<file path="config.mk">
export PLATFORM = sky130hd
export DESIGN_NAME = spi_share_arbiter
export DESIGN_NICKNAME = d
export VERILOG_FILES = /design/src/rtl/spi_share_arbiter_pkg.sv /design/src/rtl/spi_share_arbiter_rr.sv /design/src/rtl/spi_share_arbiter.sv
export SDC_FILE = /design/constraint.sdc
export NUM_CORES = 1
export LEC_CHECK = 0
export ABC_AREA = 1
export BUFFER_PORTS_ARGS = -buffer_cell sky130_fd_sc_hd__buf_2
export CAP_MARGIN = 20
export CORE_ASPECT_RATIO = 1.4
export CORE_UTILIZATION = 45
export CTS_BUF_LIST = sky130_fd_sc_hd__clkbuf_8
export DETAILED_ROUTE_END_ITERATION = 16
export PLACE_DENSITY = 0.75
export SYNTH_ARGS = -nofsm -noshare
export SYNTH_HDL_FRONTEND = slang
export SYNTH_SLANG_ARGS = --single-unit
</file>
<file path="constraint.sdc">
create_clock -name clk_i -period 3.3 [get_ports clk_i]
set_input_delay 0 -clock clk_i [delete_from_list [all_inputs] [get_ports clk_i]]
set_output_delay 0 -clock clk_i [all_outputs]
set_load 0.02 [all_outputs]
</file>
<file path="src/rtl/spi_share_arbiter_pkg.sv">
// Shared types and helpers for the SPI shifter sharing arbiter.
package spi_share_arbiter_pkg;

    localparam int ByteW = 8;

    typedef enum logic [2:0] {
        IDLE  = 3'd0,
        SETUP = 3'd1,
        ISSUE = 3'd2,
        WAIT  = 3'd3,
        HOLD  = 3'd4,
        GAP   = 3'd5
    } arb_state_e;

    function automatic int max_int(input int a, input int b);
        return (a > b) ? a : b;
    endfunction

endpackage

</file>
<file path="src/rtl/spi_share_arbiter_rr.sv">
// Combinational round-robin pick: first set request at or after the pointer.
module rr_arbiter
    import spi_share_arbiter_pkg::*;
#(
    parameter  int N    = 4,
    localparam int IdxW = $clog2(N)
) (
    input  logic [N-1:0]    valid_i,
    input  logic [IdxW-1:0] ptr_i,
    output logic [IdxW-1:0] idx_o,
    output logic            any_valid_o
);

    // Scan from the farthest offset down so the nearest valid requester wins.
    always_comb begin
        idx_o       = ptr_i;
        any_valid_o = |valid_i;
        for (int k = N - 1; k >= 0; k--) begin
            idx_o = valid_i[(int'(ptr_i) + k) % N] ? IdxW'((int'(ptr_i) + k) % N) : idx_o;
        end
    end

endmodule

</file>
<file path="src/rtl/spi_share_arbiter.sv">
// Shares one byte-wide SPI shifter between NumReq requesters with packet-long grants.
// Optional stall release of a silent requester: define SPI_ARB_TIMEOUT_EN.
module spi_share_arbiter
    import spi_share_arbiter_pkg::*;
#(
    parameter  int NumReq     = 4,
    parameter  int CsSetupCyc = 2,
    parameter  int CsHoldCyc  = 2,
    parameter  int IdleGapCyc = 1,
    parameter  int TimeoutCyc = 64,
    localparam int GrantW     = $clog2(NumReq)
) (
    input  logic                      clk_i,
    input  logic                      rst_i,
    input  logic [NumReq-1:0]         req_valid_i,
    input  logic [NumReq*ByteW-1:0]   req_data_i,
    input  logic [NumReq-1:0]         req_last_i,
    output logic [NumReq-1:0]         req_ready_o,
    output logic [NumReq-1:0]         rsp_valid_o,
    output logic [ByteW-1:0]          rsp_data_o,
    output logic                      spi_valid_o,
    output logic [ByteW-1:0]          spi_data_o,
    input  logic                      spi_ready_i,
    input  logic                      spi_rsp_valid_i,
    input  logic [ByteW-1:0]          spi_rsp_data_i,
    output logic [NumReq-1:0]         cs_no,
    output logic                      busy_o,
    output logic [GrantW-1:0]         grant_o,
    output logic                      timeout_o
);

    localparam int MaxCyc = max_int(max_int(CsSetupCyc, CsHoldCyc), max_int(IdleGapCyc, TimeoutCyc));
    localparam int CntW   = $clog2(MaxCyc + 1);
    localparam logic [CntW-1:0] SetupLd   = CntW'(CsSetupCyc - 1);
    localparam logic [CntW-1:0] HoldLd    = CntW'(CsHoldCyc - 1);
    localparam logic [CntW-1:0] GapLd     = CntW'(IdleGapCyc - 1);
    localparam logic [CntW-1:0] TimeoutLd = CntW'(TimeoutCyc - 1);

    arb_state_e          state_q, state_d;
    logic [CntW-1:0]     cnt_q, cnt_d;
    logic [GrantW-1:0]   grant_q, grant_d;
    logic [GrantW-1:0]   rr_ptr_q, rr_ptr_d;
    logic                last_q, last_d;
    logic [NumReq-1:0]   cs_n_q, cs_n_d;
    logic [NumReq-1:0]   rsp_valid_q, rsp_valid_d;
    logic [ByteW-1:0]    rsp_data_q, rsp_data_d;
    logic                timeout_q, timeout_d;

    logic [GrantW-1:0]   arb_idx_s;
    logic                arb_any_s;
    logic                gnt_valid_s;
    logic                hs_s;

    rr_arbiter #(.N(NumReq)) u_rr (
        .valid_i     (req_valid_i),
        .ptr_i       (rr_ptr_q),
        .idx_o       (arb_idx_s),
        .any_valid_o (arb_any_s)
    );

    // Byte path to the shifter is a pass-through of the granted requester while issuing.
    always_comb begin
        gnt_valid_s = req_valid_i[grant_q];
        hs_s        = 1'b0;
        spi_valid_o = 1'b0;
        spi_data_o  = 8'h00;
        req_ready_o = '0;
        if (state_q == ISSUE) begin
            spi_valid_o          = gnt_valid_s;
            spi_data_o           = req_data_i[grant_q*ByteW +: ByteW];
            hs_s                 = gnt_valid_s && spi_ready_i;
            req_ready_o[grant_q] = hs_s;
        end else begin
            spi_valid_o = 1'b0;
        end
    end

    // Packet sequencing; one shared down-counter times every phase.
    always_comb begin
        state_d     = state_q;
        cnt_d       = cnt_q;
        grant_d     = grant_q;
        rr_ptr_d    = rr_ptr_q;
        last_d      = last_q;
        cs_n_d      = cs_n_q;
        rsp_valid_d = '0;
        rsp_data_d  = rsp_data_q;
        timeout_d   = 1'b0;
        case (state_q)
            IDLE: begin
                if (arb_any_s) begin
                    grant_d = arb_idx_s;
                    cs_n_d  = ~(NumReq'(1) << arb_idx_s);
                    cnt_d   = SetupLd;
                    state_d = SETUP;
                end else begin
                    cs_n_d = '1;
                end
            end
            SETUP: begin
                if (cnt_q == '0) begin
                    cnt_d   = TimeoutLd;
                    state_d = ISSUE;
                end else begin
                    cnt_d = cnt_q - CntW'(1);
                end
            end
            ISSUE: begin
                if (hs_s) begin
                    last_d  = req_last_i[grant_q];
                    state_d = WAIT;
                end
`ifdef SPI_ARB_TIMEOUT_EN
                // Only a silent requester ages the counter; a stalled shifter does not.
                else if (!gnt_valid_s) begin
                    if (cnt_q == '0) begin
                        last_d    = 1'b1;
                        timeout_d = 1'b1;
                        cnt_d     = HoldLd;
                        state_d   = HOLD;
                    end else begin
                        cnt_d = cnt_q - CntW'(1);
                    end
                end
`endif
                else begin
                    state_d = ISSUE;
                end
            end
            WAIT: begin
                if (spi_rsp_valid_i) begin
                    rsp_valid_d[grant_q] = 1'b1;
                    rsp_data_d           = spi_rsp_data_i;
                    state_d              = last_q ? HOLD : ISSUE;
                    cnt_d                = last_q ? HoldLd : TimeoutLd;
                end else begin
                    state_d = WAIT;
                end
            end
            HOLD: begin
                if (cnt_q == '0) begin
                    cs_n_d   = '1;
                    rr_ptr_d = (grant_q == GrantW'(NumReq - 1)) ? '0 : grant_q + GrantW'(1);
                    cnt_d    = GapLd;
                    state_d  = GAP;
                end else begin
                    cnt_d = cnt_q - CntW'(1);
                end
            end
            GAP: begin
                if (cnt_q == '0) begin
                    state_d = IDLE;
                end else begin
                    cnt_d = cnt_q - CntW'(1);
                end
            end
            default: begin
                cs_n_d  = '1;
                state_d = IDLE;
            end
        endcase
    end

    // State and registered outputs.
    always_ff @(posedge clk_i) begin
        if (rst_i) begin
            state_q     <= IDLE;
            cnt_q       <= '0;
            grant_q     <= '0;
            rr_ptr_q    <= '0;
            last_q      <= 1'b0;
            cs_n_q      <= '1;
            rsp_valid_q <= '0;
            rsp_data_q  <= 8'h00;
            timeout_q   <= 1'b0;
        end else begin
            state_q     <= state_d;
            cnt_q       <= cnt_d;
            grant_q     <= grant_d;
            rr_ptr_q    <= rr_ptr_d;
            last_q      <= last_d;
            cs_n_q      <= cs_n_d;
            rsp_valid_q <= rsp_valid_d;
            rsp_data_q  <= rsp_data_d;
            timeout_q   <= timeout_d;
        end
    end

    assign cs_no       = cs_n_q;
    assign busy_o      = (state_q != IDLE);
    assign grant_o     = grant_q;
    assign rsp_valid_o = rsp_valid_q;
    assign rsp_data_o  = rsp_data_q;
    assign timeout_o   = timeout_q;

endmodule

</file>
==> summary.md, run 1 <==
| Metric | Value |
|---|---|
| P_leak | 1.42 nW |
| Synthesized area per cell | 6.05 um2 |
| I/O Pins | 85 |
| Hpwl dp | 3990 um |
| Starting Density | 0.481 |
| Max Cap Viol | 0 |
| Minimum clock period | 2270 ps |
| Most Used Layer, Global Route | met2 |
| Sequential area share after synthesis | 0.300 |
| Fin Clk Skew | 3.60 ps |
| Worst-path clk slew | 60 ps |
| Pin count of the biggest net entering global routing | 27 |
| YS warnings | 0 |
| Commonest register cell after synthesis | dfxtp_1 |
| Placer congestion estimate | 0.853 |
| Crit path DAT | 2270 ps |
| Row count | 28 |
| Setup CP Type | reg -> out |
| Met2 GRT Util | 0.463 |
| Clk pwr share | 0.205 |
| Antenna violations before repair | 0 |
| Vias in the first global route | 2,174 |
| Setup-failing EPs final | 0 |
| Port Buf Inserts | 83 |
| Internal power component | 1.03 mW |
| GRT met3 Usage | 0.0436 |
| Post-Syn Nets | 399 |
| Slew Limit Fails | 0 |
| Tot GR Track Use | 0.232 |
| Crit end category | output pin |
| Final period utilization | 0.687 |
| Die height | 82.3 um |
| Clock Latency Late Sink | 280 ps |
| Fill count | 440 |
| Logic pwr share | 0.499 |
| Flop pwr share | 0.297 |
| #FFs+latches synth | 31 |
| Fin cells | 491 |
| First-pass GRT wire length | 8780 um |
| # nets final | 487 |
| Antenna Cells | 0 |
| CTS Buf Count | 5 |
| Max IR drop VDD | 0.465 mV |
| Grt total ovfl | 0 |
| Sw frac | 0.450 |
| Fin Setup TNS | 0 ps |
| Worst min path class | in -> reg |
| Placed cells | 475 |
| Chip width | 59.3 um |
| Vias per cell | 4.90 |
| Routed via count | 2,408 |
| CTS tree | done |
| Crit path max fanout | 26 |
| Clock Tree Root | clkbuf_8 |
| DRC | 0 |
| Relative slew margins | 0.451 |
| Req. time, crit path | 3300 ps |
| Async SR Flop Fraction | 0 |
| Fmax | 0.441 GHz |
| Mapped Area | 2070 um2 |
| Library cells used by synthesis | 32 |
| Most frequent cells in the layout | buf_2, nand2_1, nor2_1, inv_1, o21ai_0 |
| DR pass1 iterations | 4 |
| Commonest non-fill, non-tap cell in the layout | buf_2 |
| Synth Instances | 342 |
| Core area | 4310 um2 |
| Register area | 621 um2 |
| H-tree levels | 2 |
| Drt first-iter violations | 121 |
| Tightest Pin Transition | 822 ps |
| Multi-input gate area | 1240 um2 |
| Layout overhead on the synthesized area | 30.9% |
| Layout cell share with drive strength beyond 1 | 0.248 |
| Power per Cell Area | 688 nW/um2 |
| Final ANT Viol Nets | 0 |
| Crit path launch type | flip-flop |
| Die area | 4880 um2 |
| TritonCTS Sinks | 31 |
| Clock Tree Buf Depth | 2 |
| Psw | 0.840 mW |
| Status | completed |
| GR Util met1 | 0.232 |
| Detailed Route WL | 5390 um |
| Detailed-route wire length per cell | 11.0 um |
| RSZ-0062 raised after global routing | false |
| PostCTS Resize Cnt | 0 |
| Hold Violations, Final | 0 |
| Number of flops mapped to enable cells by yosys | 0 |
-- power by group through the flow --
stage / registers [mW] / logic (mW) / clock network, mW
after global routing: 0.570 / 1.06 / 0.406
final: 0.554 / 0.931 / 0.382
after detailed placement: 0.560 / 0.921 / 0
after global placement: 0.559 / 0.911 / 0
after floorplan: 0.571 / 0.684 / 0
after CTS: 0.553 / 0.937 / 0.392
-- metrics by stage --
step	power, mW	hold WS, ps	setup WS, ps	util	instance area (um2)
after detailed placement	1.48	232	1250	0.583	2510
after floorplan	1.26	135	1620	-	2070
after global placement	1.47	222	1320	0.583	2510
after global routing	2.04	59.0	840	0.629	2710
final	1.87	41.9	1030	0.629	2710
after CTS	1.88	39.4	1020	0.629	2710
-- synth_stat cells (2+ instances only) --
master / count / area [um2]
nand2_1: 75 / 282
nor2_1: 71 / 267
inv_1: 37 / 139
o21ai_0: 36 / 180
dfxtp_1: 31 / 621
a21oi_1: 27 / 135
nand3_1: 15 / 75.1
buf_2: 5 / 25.0
ha_1: 5 / 62.6
clkbuf_1: 4 / 15.0
inv_2: 4 / 15.0
nor3_1: 4 / 20.0
a211oi_1: 3 / 22.5
nand2_2: 2 / 12.5
nor2_4: 2 / 22.5
o21ai_1: 2 / 10.0
o21ai_2: 2 / 17.5
xnor2_1: 2 / 17.5
xor2_1: 2 / 17.5
-- layer usage --
metal / wire length, um / part of all wire
met1: 2150 / 0.40
met2: 2840 / 0.53
met3: 322 / 0.060
met4: 82 / 0.015
met5: 0 / 0
-- kinds of logic after synthesis --
kind of cell               synth area share
adders and majority gates            0.0302
buffers and inverters                0.0991
xor gates and xnor gates             0.0169
other                               0.00181
and+or+nand+nor                       0.353
AOI/OAI and AO/OA                     0.199
DFF                                   0.300
-- worst max-delay path: stages, from the launching register on --
cell and delay (ps):
dfxtp_1 860, inv_1 500, ha_1 350, inv_1 80, nor2_1 50, buf_2 150
-- area by class of cell --
type | instances | area share
Clock buffer | 6 | 0.0305
Clock inverter | 2 | 0.0129
Inverter | 42 | 0.0581
Multi-Input combinational cell | 259 | 0.459
Sequential cell | 31 | 0.229
Tap cell | 60 | 0.0277
Timing Repair Buffer | 91 | 0.183
-- flip-flops by register name (all words and copies together), names as in the netlist --
name         flops
cnt_q            7
cs_no            4
grant_o          2
last_q           1
rr_ptr_q         2
rsp_data_o       8
rsp_valid_o      4
state_q          3
-- worst paths after layout --
kind,startpoint,endpoint,slack (ps),cells past startpoint
worst max register to register,grant_o[0]$_SDFFE_PP0P_,last_q$_SDFFE_PP0P_,1230,5
worst min-delay path,spi_ready_i,last_q$_SDFFE_PP0P_,40,3
worst max-delay path,grant_o[0]$_SDFFE_PP0P_,req_ready_o[0],1030,5
worst min register to register,cs_no[0]$_SDFFE_PP1P_,cs_no[0]$_SDFFE_PP1P_,460,2
-- repair_timing --
item / CTS / global route
hold buffers: 8 / 0
hold endpoints to repair: 8 / 0
buffers inserted: 0 / 0
No activity file was read; power rests on OpenSTA's default activity.
==> run 2: changes to the inputs <==
- clock period: 3.3 -> 2.3 ns (I/O delays scaled with it)
==> summary.md, run 2 (synthesis gave the netlist of run 1 again) <==
| Metric | Value |
|---|---|
| RSZ-0062 raised after global routing | false |
| CTS tree | done |
| Relative slew margins | 0.636 |
| Worst Reg-to-Reg Cells | 13 |
| Detailed-route wire length per cell | 11.3 um |
| Final period utilization | 0.778 |
| Max Cap Viol | 0 |
| Worst-path clk slew | 70 ps |
| Flop pwr share | 0.293 |
| Worst min path class | in -> reg |
| Crit path max fanout | 11 |
| Hpwl dp | 4100 um |
| Die area | 4880 um2 |
| CP Cell Sequence | inv_1 > nand2_1 > nand3_1 > nand2_1 > inv_1 > nand2_1 > nand2_1 > nand2_1 > nand2_1 > nand2_1 > nand3_1 > nand2_1 > nand2_1 |
| Chip width | 59.3 um |
| Antenna Cells | 0 |
| Vias in the first global route | 2,318 |
| First-pass GRT wire length | 9230 um |
| Placer congestion estimate | 0.854 |
| Power per Cell Area | 961 nW/um2 |
| Hold Violations, Final | 0 |
| Crit path DAT | 1970 ps |
| TritonCTS Sinks | 31 |
| Commonest non-fill, non-tap cell in the layout | buf_2 |
| Clock Tree Root | clkbuf_8 |
| Fill count | 410 |
| Sw frac | 0.481 |
| Logic pwr share | 0.542 |
| Drt first-iter violations | 127 |
| Hold Path Stages | 3 |
| Fin Clk Skew | 6.82 ps |
| DRC | 0 |
| Final ANT Viol Nets | 0 |
| Status | completed |
| Placed cells | 477 |
| Setup-failing EPs final | 0 |
| DR pass1 iterations | 4 |
| Tightest Pin Transition | 546 ps |
| Slew Limit Fails | 0 |
| Antenna violations before repair | 0 |
| CP max stage delay | 520 ps |
| Clock Latency Late Sink | 290 ps |
| Layout cell share with drive strength beyond 1 | 0.252 |
| Crit end category | flip-flop |
| Crit path launch type | flip-flop |
| Fmax | 0.559 GHz |
| Minimum clock period | 1790 ps |
| Most frequent cells in the layout | buf_2, nand2_1, nor2_1, inv_1, o21ai_0 |
| Psw | 1.25 mW |
| Clk pwr share | 0.165 |
| Port Buf Inserts | 83 |
| # Post-CTS Setup Buffers | 0 |
| Routed via count | 2,416 |
| Vias per cell | 4.90 |
| I/O Pins | 85 |
| P_leak | 1.41 nW |
| Tot GR Track Use | 0.244 |
| Fin Setup TNS | 0 ps |
| Max IR drop VDD | 0.667 mV |
| Req. time, crit path | 2480 ps |
| H-tree levels | 2 |
| Setup CP Type | reg -> reg |
| Starting Density | 0.481 |
| # nets final | 489 |
| Clock Tree Buf Depth | 2 |
| Core area | 4310 um2 |
| Detailed Route WL | 5560 um |
| Row count | 28 |
| CTS Buf Count | 5 |
| Grt total ovfl | 0 |
| Max FFs per register | 8 |
| Internal power component | 1.34 mW |
| Pin count of the biggest net entering global routing | 23 |
| Die height | 82.3 um |
| Fin cells | 493 |
| Fin util | 0.626 |
| Most common cell on crit path | nand2_1 |
| CP max stage cell | dfxtp_1 |
| Layout overhead on the synthesized area | 30.3% |
==> run 2: path summary, 6_finish.rpt <==
kind	start	endpoint	slack, ps
hold reg to reg	cs_no[2]$_SDFFE_PP1P_	cs_no[2]$_SDFFE_PP1P_	460
setup reg to reg	rr_ptr_q[0]$_SDFFE_PP0P_	cs_no[3]$_SDFFE_PP1P_	510
setup / recovery	rr_ptr_q[0]$_SDFFE_PP0P_	cs_no[3]$_SDFFE_PP1P_	510
hold / removal	spi_ready_i	last_q$_SDFFE_PP0P_	30
==> run 2: routing by layer <==
metal / GRT usage / share of wire
met1: 0.240 / 0.40
met3: 0.0436 / 0.057
met2: 0.474 / 0.52
met4: 0.124 / 0.028
met5: 0 / 0
==> run 2: area by class of cell <==
type                       count  area, um2  area share
timing repair buffer          93        510       0.189
multi-input combinational    259       1240       0.462
inverter                      42        158      0.0584
tap                           60       75.1      0.0278
clock inverter                 3       20.0     0.00742
sequential                    31        621       0.230
clock buffer                   5       68.8      0.0255
==> run 2: power by group through the flow <==
| stage | Sequential, mW | Combinational (mW) | Clock, mW |
|---|---|---|---|
| 6_report | 0.760 | 1.40 | 0.426 |
| 3_5_place_dp | 0.769 | 1.38 | 0 |
| 4_1_cts | 0.758 | 1.41 | 0.434 |
| 2_1_floorplan | 0.819 | 0.982 | 0 |
| 3_3_place_gp | 0.768 | 1.37 | 0 |
| 5_1_grt | 0.778 | 1.59 | 0.457 |
==> run 2: worst max-delay path, delay by kind of cell (launching register included) <==
kind / cells / cell delay [ps]
simple gates: 11 / 890
flops: 1 / 520
buf+inv: 2 / 270
==> run 2: repair_timing <==
item | 4_1_cts | 5_1_grt
endpoints found under the hold margin | 8 | 0
gates resized for setup | 0 | 0
hold buffers | 8 | 0
==> run 2: per-stage QoR <==
stage	setup WS (ps)	instance area (um2)	power [mW]	hold slack (ps)
after CTS	512	2700	2.60	31.0
after detailed placement	544	2530	2.15	230
final	510	2700	2.59	29.7
after global routing	291	2700	2.82	42.7
after floorplan	618	2070	1.80	135
after global placement	585	2530	2.13	222
